**config.mk**
```make
export PLATFORM = sky130hd
export DESIGN_NAME = booth_multiplier
export DESIGN_NICKNAME = d
export VERILOG_FILES = /design/src/rtl/booth_multiplier.sv
export SDC_FILE = /design/constraint.sdc
export NUM_CORES = 1
export LEC_CHECK = 0
export ABC_AREA = 0
export CAP_MARGIN = 30
export CORE_MARGIN = 2
export CORE_UTILIZATION = 50
export CTS_CLUSTER_SIZE = 20
export DETAILED_ROUTE_END_ITERATION = 10
export GPL_ROUTABILITY_DRIVEN = 0
export PLACE_DENSITY = 0.87
export SLEW_MARGIN = 20
export SYNTH_ARGS = -nofsm -noshare
export SYNTH_HDL_FRONTEND = slang
export SYNTH_SLANG_ARGS = --single-unit
```
**constraint.sdc**
```tcl
create_clock -name clock -period 6.4 [get_ports clock]
set_input_delay 0.96 -clock clock [delete_from_list [all_inputs] [get_ports clock]]
set_output_delay 0.96 -clock clock [all_outputs]
set_load 0.02 [all_outputs]
```
**src/rtl/booth_multiplier.sv**
```systemverilog
// Sequential radix-2 Booth multiplier: signed 32x32 -> 64-bit product.
// One recoding step per clock, fixed 32-step latency, results held until the next completion.
module booth_multiplier (
  input  logic        clock,
  input  logic        clear_n,
  input  logic        start,
  input  logic [31:0] multiplicand,
  input  logic [31:0] multiplier,
  output logic        busy,
  output logic        done,
  output logic [31:0] hi,
  output logic [31:0] lo
);

  typedef enum logic [1:0] {StIdle, StRun, StDone} state_e;

  state_e      state_q;
  logic [32:0] a_q;
  logic [32:0] m_q;
  logic [31:0] q_q;
  logic        qm1_q;
  logic [5:0]  cnt_q;

  logic [32:0] sum_d;
  logic [32:0] a_d;
  logic [31:0] q_d;
  logic        qm1_d;

  // Booth add/subtract followed by arithmetic shift of {A,Q,Q-1}.
  always_comb begin
    case ({q_q[0], qm1_q})
      2'b10:   sum_d = a_q - m_q;
      2'b01:   sum_d = a_q + m_q;
      default: sum_d = a_q;
    endcase
    {a_d, q_d, qm1_d} = {sum_d[32], sum_d, q_q};
  end

  always_ff @(posedge clock) begin
    if (!clear_n) begin
      state_q <= StIdle;
      a_q     <= '0;
      m_q     <= '0;
      q_q     <= '0;
      qm1_q   <= 1'b0;
      cnt_q   <= '0;
      busy    <= 1'b0;
      done    <= 1'b0;
      hi      <= '0;
      lo      <= '0;
    end else begin
      unique case (state_q)
        StIdle: begin
          if (start) begin
            state_q <= StRun;
            m_q     <= {multiplicand[31], multiplicand};
            q_q     <= multiplier;
            a_q     <= '0;
            qm1_q   <= 1'b0;
            cnt_q   <= '0;
            busy    <= 1'b1;
          end
        end
        StRun: begin
          a_q   <= a_d;
          q_q   <= q_d;
          qm1_q <= qm1_d;
          cnt_q <= cnt_q + 6'd1;
          if (cnt_q == 6'd31) begin
            state_q <= StDone;
            hi      <= a_d[31:0];
            lo      <= q_d;
            done    <= 1'b1;
          end
        end
        StDone: begin
          state_q <= StIdle;
          busy    <= 1'b0;
          done    <= 1'b0;
        end
        default: state_q <= StIdle;
      endcase
    end
  end

endmodule
```
=== After elaboration in Yosys (flattened, before gate mapping) ===
Index checks and enable logic that the tools add are counted.

* Input port bits: 67
* Word-level logic and storage cells: 46
* Output and inout bits: 66
* Register bits: 172

* $add $sub $neg: 3
* Eq/ne operators: 7
* Reduce and logical (&&, ||, !) cells: 10
* Muxes and demuxes: 16

{| class="wikitable"
|+ Operator list
! operator !! number
|-
| one-hot mux 33 bit (2 select lines) || 2
|-
| one-hot mux 32 bit (2 select lines) || 1
|-
| adder 33 bit || 1
|-
| 2-to-1 mux 33 bit || 1
|-
| subtractor 33 bit || 1
|-
| 2-to-1 mux 32 bit || 1
|-
| one-hot mux 6 bit (2 select lines) || 1
|-
| AND reduction 2 bit || 6
|-
| adder 6 x 1 -> 6 bit (second input constant) || 1
|-
| == test 6 x 5 -> 1 bit (second input constant) || 1
|-
| 2-to-1 mux 6 bit || 1
|-
| one-hot mux 1 bit (2 select lines) || 3
|-
| nonzero test 2 bit || 3
|-
| == test 2 x 1 -> 1 bit (second input constant) || 2
|-
| == test 2 bit (second input constant) || 2
|-
| 2-to-1 mux 2 bit || 2
|-
| != test 2 bit (second input constant) || 2
|-
| one-hot mux 2 bit (2 select lines) || 1
|-
| 2-to-1 mux 1 bit || 3
|-
| logical NOT 2 bit || 1
|}

=== Logic depth before layout (Yosys ltp) ===
* Depth after elaboration: 3
* Mapped depth: 19
* Depth with buffers taken out: 19

=== Worst setup path before layout ===
Ideal clock, no wire load.

* Path kind: register -> register
* Start point: register m_q[10]
* End point: register a_q[31]
* Data required time: 6.308 ns
* Buffers on the path: 0
* Setup slack: 2.446 ns
* Setup time: 0.092 ns
* Stages on the path, launching flop included: 19
* Data arrival time: 3.862 ns
* Clock period less this slack: 3.954 ns
* Cells stage by stage: dfxtp_1 nor3_1 nand2_1 nor4_1 and3_1 nand2_1 nor3_1 a21oi_1 xor2_1 ha_1 a21o_1 a21o_1 a21oi_1 nor2_1 a211oi_1 a31oi_1 or3_1 and2_0 o32ai_1

* Word-level cells in the longest chain between the ends: 3
* Elaborated cells on any way between the ends: 4

{| class="wikitable"
|+ RTL lines
! item !! line !! RTL
|-
| from (decl) || 19 || <nowiki>logic [32:0] m_q;</nowiki>
|-
| from (signal assigned) || 56 || <nowiki>m_q <= {multiplicand[31], multiplicand};</nowiki>
|-
| adder 33 bit or subtractor 33 bit (tied branches) || 33, 32 ||
|-
| one-hot mux 33 bit (2 select lines) (*) || 31 || <nowiki>case ({q_q[0], qm1_q})</nowiki>
|-
| one-hot mux 33 bit (2 select lines) (*) || 52 || <nowiki>unique case (state_q)</nowiki>
|-
| to (signal assigned) || 42 || <nowiki>a_q <= '0;</nowiki>
|-
| to (signal assigned) || 58 || <nowiki>a_q <= '0;</nowiki>
|-
| to (signal assigned) || 65 || <nowiki>a_q <= a_d;</nowiki>
|-
| to (decl) || 18 || <nowiki>logic [32:0] a_q;</nowiki>
|}

Mark *: on every way between the ends. The rest lies on a longest branch, timed or not.
A chain may end at the register's enable or synchronous reset.

=== Worst setup path after layout ===
* Start point: register m_q[11]
* End point: register a_q[31]

The elaborated chain is that of the path after synthesis.

==> summary.txt <==
Worst hold path
  • Worst Hold Class: reg2reg
  • Worst Hold Path Cells: 2
  • Hold EP: lo[8]
  • Hold Path Origin: lo[8]

Route
  • Post-Route WL: 23.2 mm
  • Via count: 8542
  • DR DRC count: 0
  • Antenna Nets Post-Route: 0
  • Wire length per cell: 15.7 um
  • First-pass DRT Iterations: 7
  • Routed vias/inst: 5.76
  • Iter 0 DRT Violations: 818

Clock network
  • Post-CTS Setup Bufs: 0
  • CTS Root Cell: clkbuf_16
  • CTS H-Tree Depth: 4
  • Clk pin slew, worst setup/hold paths: 0.07 ns
  • CTS tree: built
  • Cts hold-fix bufs: 0
  • PostCTS Resize Cnt: 0
  • Clk sinks: 171
  • Deepest clock path buffer count: 2
  • Total CTS buffers: 17
  • Clock Latency Late Sink: 0.44 ns

Critical path
  • CP startpoint kind: register
  • Critical Path Fanout Max: 6
  • Crit path from: m_q[11]
  • Crit. End Element: register
  • Critical path class: reg2reg
  • Required @ worst endpoint: 6.75 ns
  • Critical Path AT: 4.91 ns
  • Reg2Reg Launch Point: m_q[11]
  • R2R depth: 18
  • R2R Path End: a_q[31]
  • Setup slack, reg-to-reg: 1.84 ns

Timing
  • Slew margin rel.: 38.8%
  • Final TNS setup: 0 ns
  • Final Setup Violations: 0
  • Final hold violations: 0
  • Clock Skew: 0.00857 ns
  • Fin crit share: 71.3%
  • Fmax: 219 MHz
  • Post-route minimum period: 4.56 ns
  • Unrepaired setup endpoints after global routing: false
  • Slew Limit Fails: 0
  • Slew at the pin closest to its max-slew limit: 0.919 ns

Flow run
  • Max-cap viol count: 0

Cells and area
  • Commonest non-fill, non-tap cell in the layout: nand2_1
  • Layout Utilization: 63.3%
  • Register Area: 3420 um2
  • Share of cells above drive strength 1: 5.57%
  • Most frequent cells in the layout: nand2_1, nor2_1, dfxtp_1
  • # nets final: 1347
  • Multi-input logic area: 5180 um2
  • Antenna diode count: 0
  • # fillers: 1528
  • Area delta synth->final: 23.2%

GRT
  • First-pass GRT wire length: 37.6 mm
  • Total Routing Usage GR: 24.7%
  • Vias in the first global route: 7821
  • Initial antenna violation count: 0
  • Gr ovfl total: 0
  • Largest net degree at the start of global routing: 88

Synth
  • Avg Inst Size Synth: 7.71 um2
  • Area of the mapped netlist: 8920 um2
  • Ys flop type: dfxtp_1
  • Syn Nets: 1260
  • Yosys top cell area share: 38.4%
  • Cell taking the most area after synthesis: dfxtp_1
  • YS warnings: 0
  • Post-synthesis cell count: 1157
  • Ys async rst share: 0%
  • Netlist cell types: 67
  • Synth area leaders: dfxtp_1, a21oi_1, nand2_1, nor2_1, ha_1
  • Number of synthesized flops with an enable pin: 0
  • Synth Register Bits: 171
  • Sequential-to-total area share from yosys stat: 38.4%

Placement
  • PortBufs: 132
  • Dpl hpwl: 16.2 mm

Floorplan
  • Core ar.: 17400 um2
  • Die width: 138 um
  • Height of the die: 138 um
  • Initial Utilization: 51.4%
  • # IOs: 133
  • Die area: 18900 um2
  • FP Rows: 48

Power and ir drop
  • VDD IR-drop max: 0.000224 V
  • Leak Pwr: 0.00416 uW
  • P per Cell Area: 273 nW/um2
  • Total chip power: 3000 uW

Status
  • Status: finished clean
-- layout make-up --
type                    count  share of cell area (%)
flip-flops and latches    171                    31.1
repair buffers            144                    13.2
clock buffers              18                    4.00
well taps                 225                    2.56
multi-input cells         896                    47.1
clock inverters            14                    1.46
inverters                  14                   0.489
-- cells by family (layout without fill, tap and decap cells) --
logic type	count (synthesis)	count (layout)	synth area share (%)
AO/OA/AOI/OAI	337	337	24.2
adder cells (fa/ha/maj)	36	36	5.13
XOR/XNOR	57	57	5.59
AND/OR/NAND/NOR	459	459	22.2
buffers and inverters	90	190	3.79
multiplexers	7	7	0.799
flip-flops	171	171	38.4
-- worst max-delay path by stage --
| stage | endpoint | slack [ns] | cells after the start |
|---|---|---|---|
| 3_3_place_gp | a_q[31] | 2.06 | 19 |
| 4_1_cts | a_q[31] | 1.88 | 18 |
| 2_1_floorplan | a_q[31] | 2.45 | 18 |
| 3_5_place_dp | a_q[31] | 1.90 | 18 |
| 5_1_grt | a_q[31] | 1.32 | 18 |
| 6_report | a_q[31] | 1.84 | 18 |
-- layer usage --
metal | part of all wire [%] | track usage [%] | vias to the layer above
li1 | - | - | 4258
met1 | 45 | 32.6 | 3920
met2 | 46 | 39.7 | 319
met3 | 6.8 | 4.93 | 45
met4 | 2.5 | 9.85 | 0
met5 | 0 | 0 | -
-- synthesized netlist by cell type, types with 3 or more instances --
| master | count |
|---|---|
| a21o_1 | 15 |
| o21bai_1 | 4 |
| dfxtp_1 | 171 |
| clkbuf_1 | 74 |
| xnor2_1 | 20 |
| o2111ai_1 | 3 |
| o31ai_1 | 4 |
| nor3_1 | 18 |
| a31oi_1 | 24 |
| nor2b_1 | 5 |
| ha_1 | 35 |
| or3_1 | 7 |
| nand2b_1 | 8 |
| a21oi_2 | 3 |
| nand2_1 | 180 |
| and3_1 | 7 |
| a21oi_1 | 152 |
| xor2_1 | 37 |
| o211ai_1 | 7 |
| inv_1 | 12 |
| nor3b_1 | 3 |
| o221ai_1 | 31 |
| mux2i_1 | 6 |
| o21ai_0 | 39 |
| nand4_1 | 6 |
| nor2_1 | 172 |
| and2_1 | 4 |
| nor4_1 | 4 |
| a211oi_1 | 20 |
| nand3_1 | 33 |
| o21a_1 | 9 |
-- stage by stage --
| stage | hold WS (ns) | instances | worst slack, ns | area [um2] |
|---|---|---|---|---|
| after global placement | 0.442 | 1445 | 2.06 | 10300 |
| after CTS | 0.456 | 1480 | 1.88 | 11000 |
| after floorplan | 0.432 | 1157 | 2.45 | 8920 |
| final | 0.453 | 1482 | 1.84 | 11000 |
| after detailed placement | 0.447 | 1448 | 1.90 | 10400 |
| after global routing | 0.480 | 1482 | 1.32 | 11000 |
-- worst max-delay path, stage by stage, from the launching register on --
cell,delay [ns]
dfxtp_1,0.34
nor3_1,0.32
nand2_1,0.16
nor4_1,0.47
and3_1,0.29
nand2_1,0.08
nor3_1,0.34
a21oi_1,0.14
xor2_1,0.18
ha_1,0.35
a21o_1,0.20
a21o_1,0.17
a21oi_1,0.14
nor2_1,0.05
a211oi_1,0.37
a31oi_1,0.15
or3_1,0.34
and2_0,0.15
o32ai_1,0.24
-- state kept, by name, indices dropped and copies added (netlist names) --
signal	cells
a_q	32
busy	1
cnt_q	6
done	1
hi	32
lo	32
m_q	32
q_q	32
qm1_q	1
state_q	2
-- power breakdown --
part / internal, uW / total (uW) / switching (uW)
sequential: 1110 / 1160 / 45.2
clock: 595 / 1050 / 457
combinational: 313 / 789 / 476
Power figures use the tool's default switching activity.
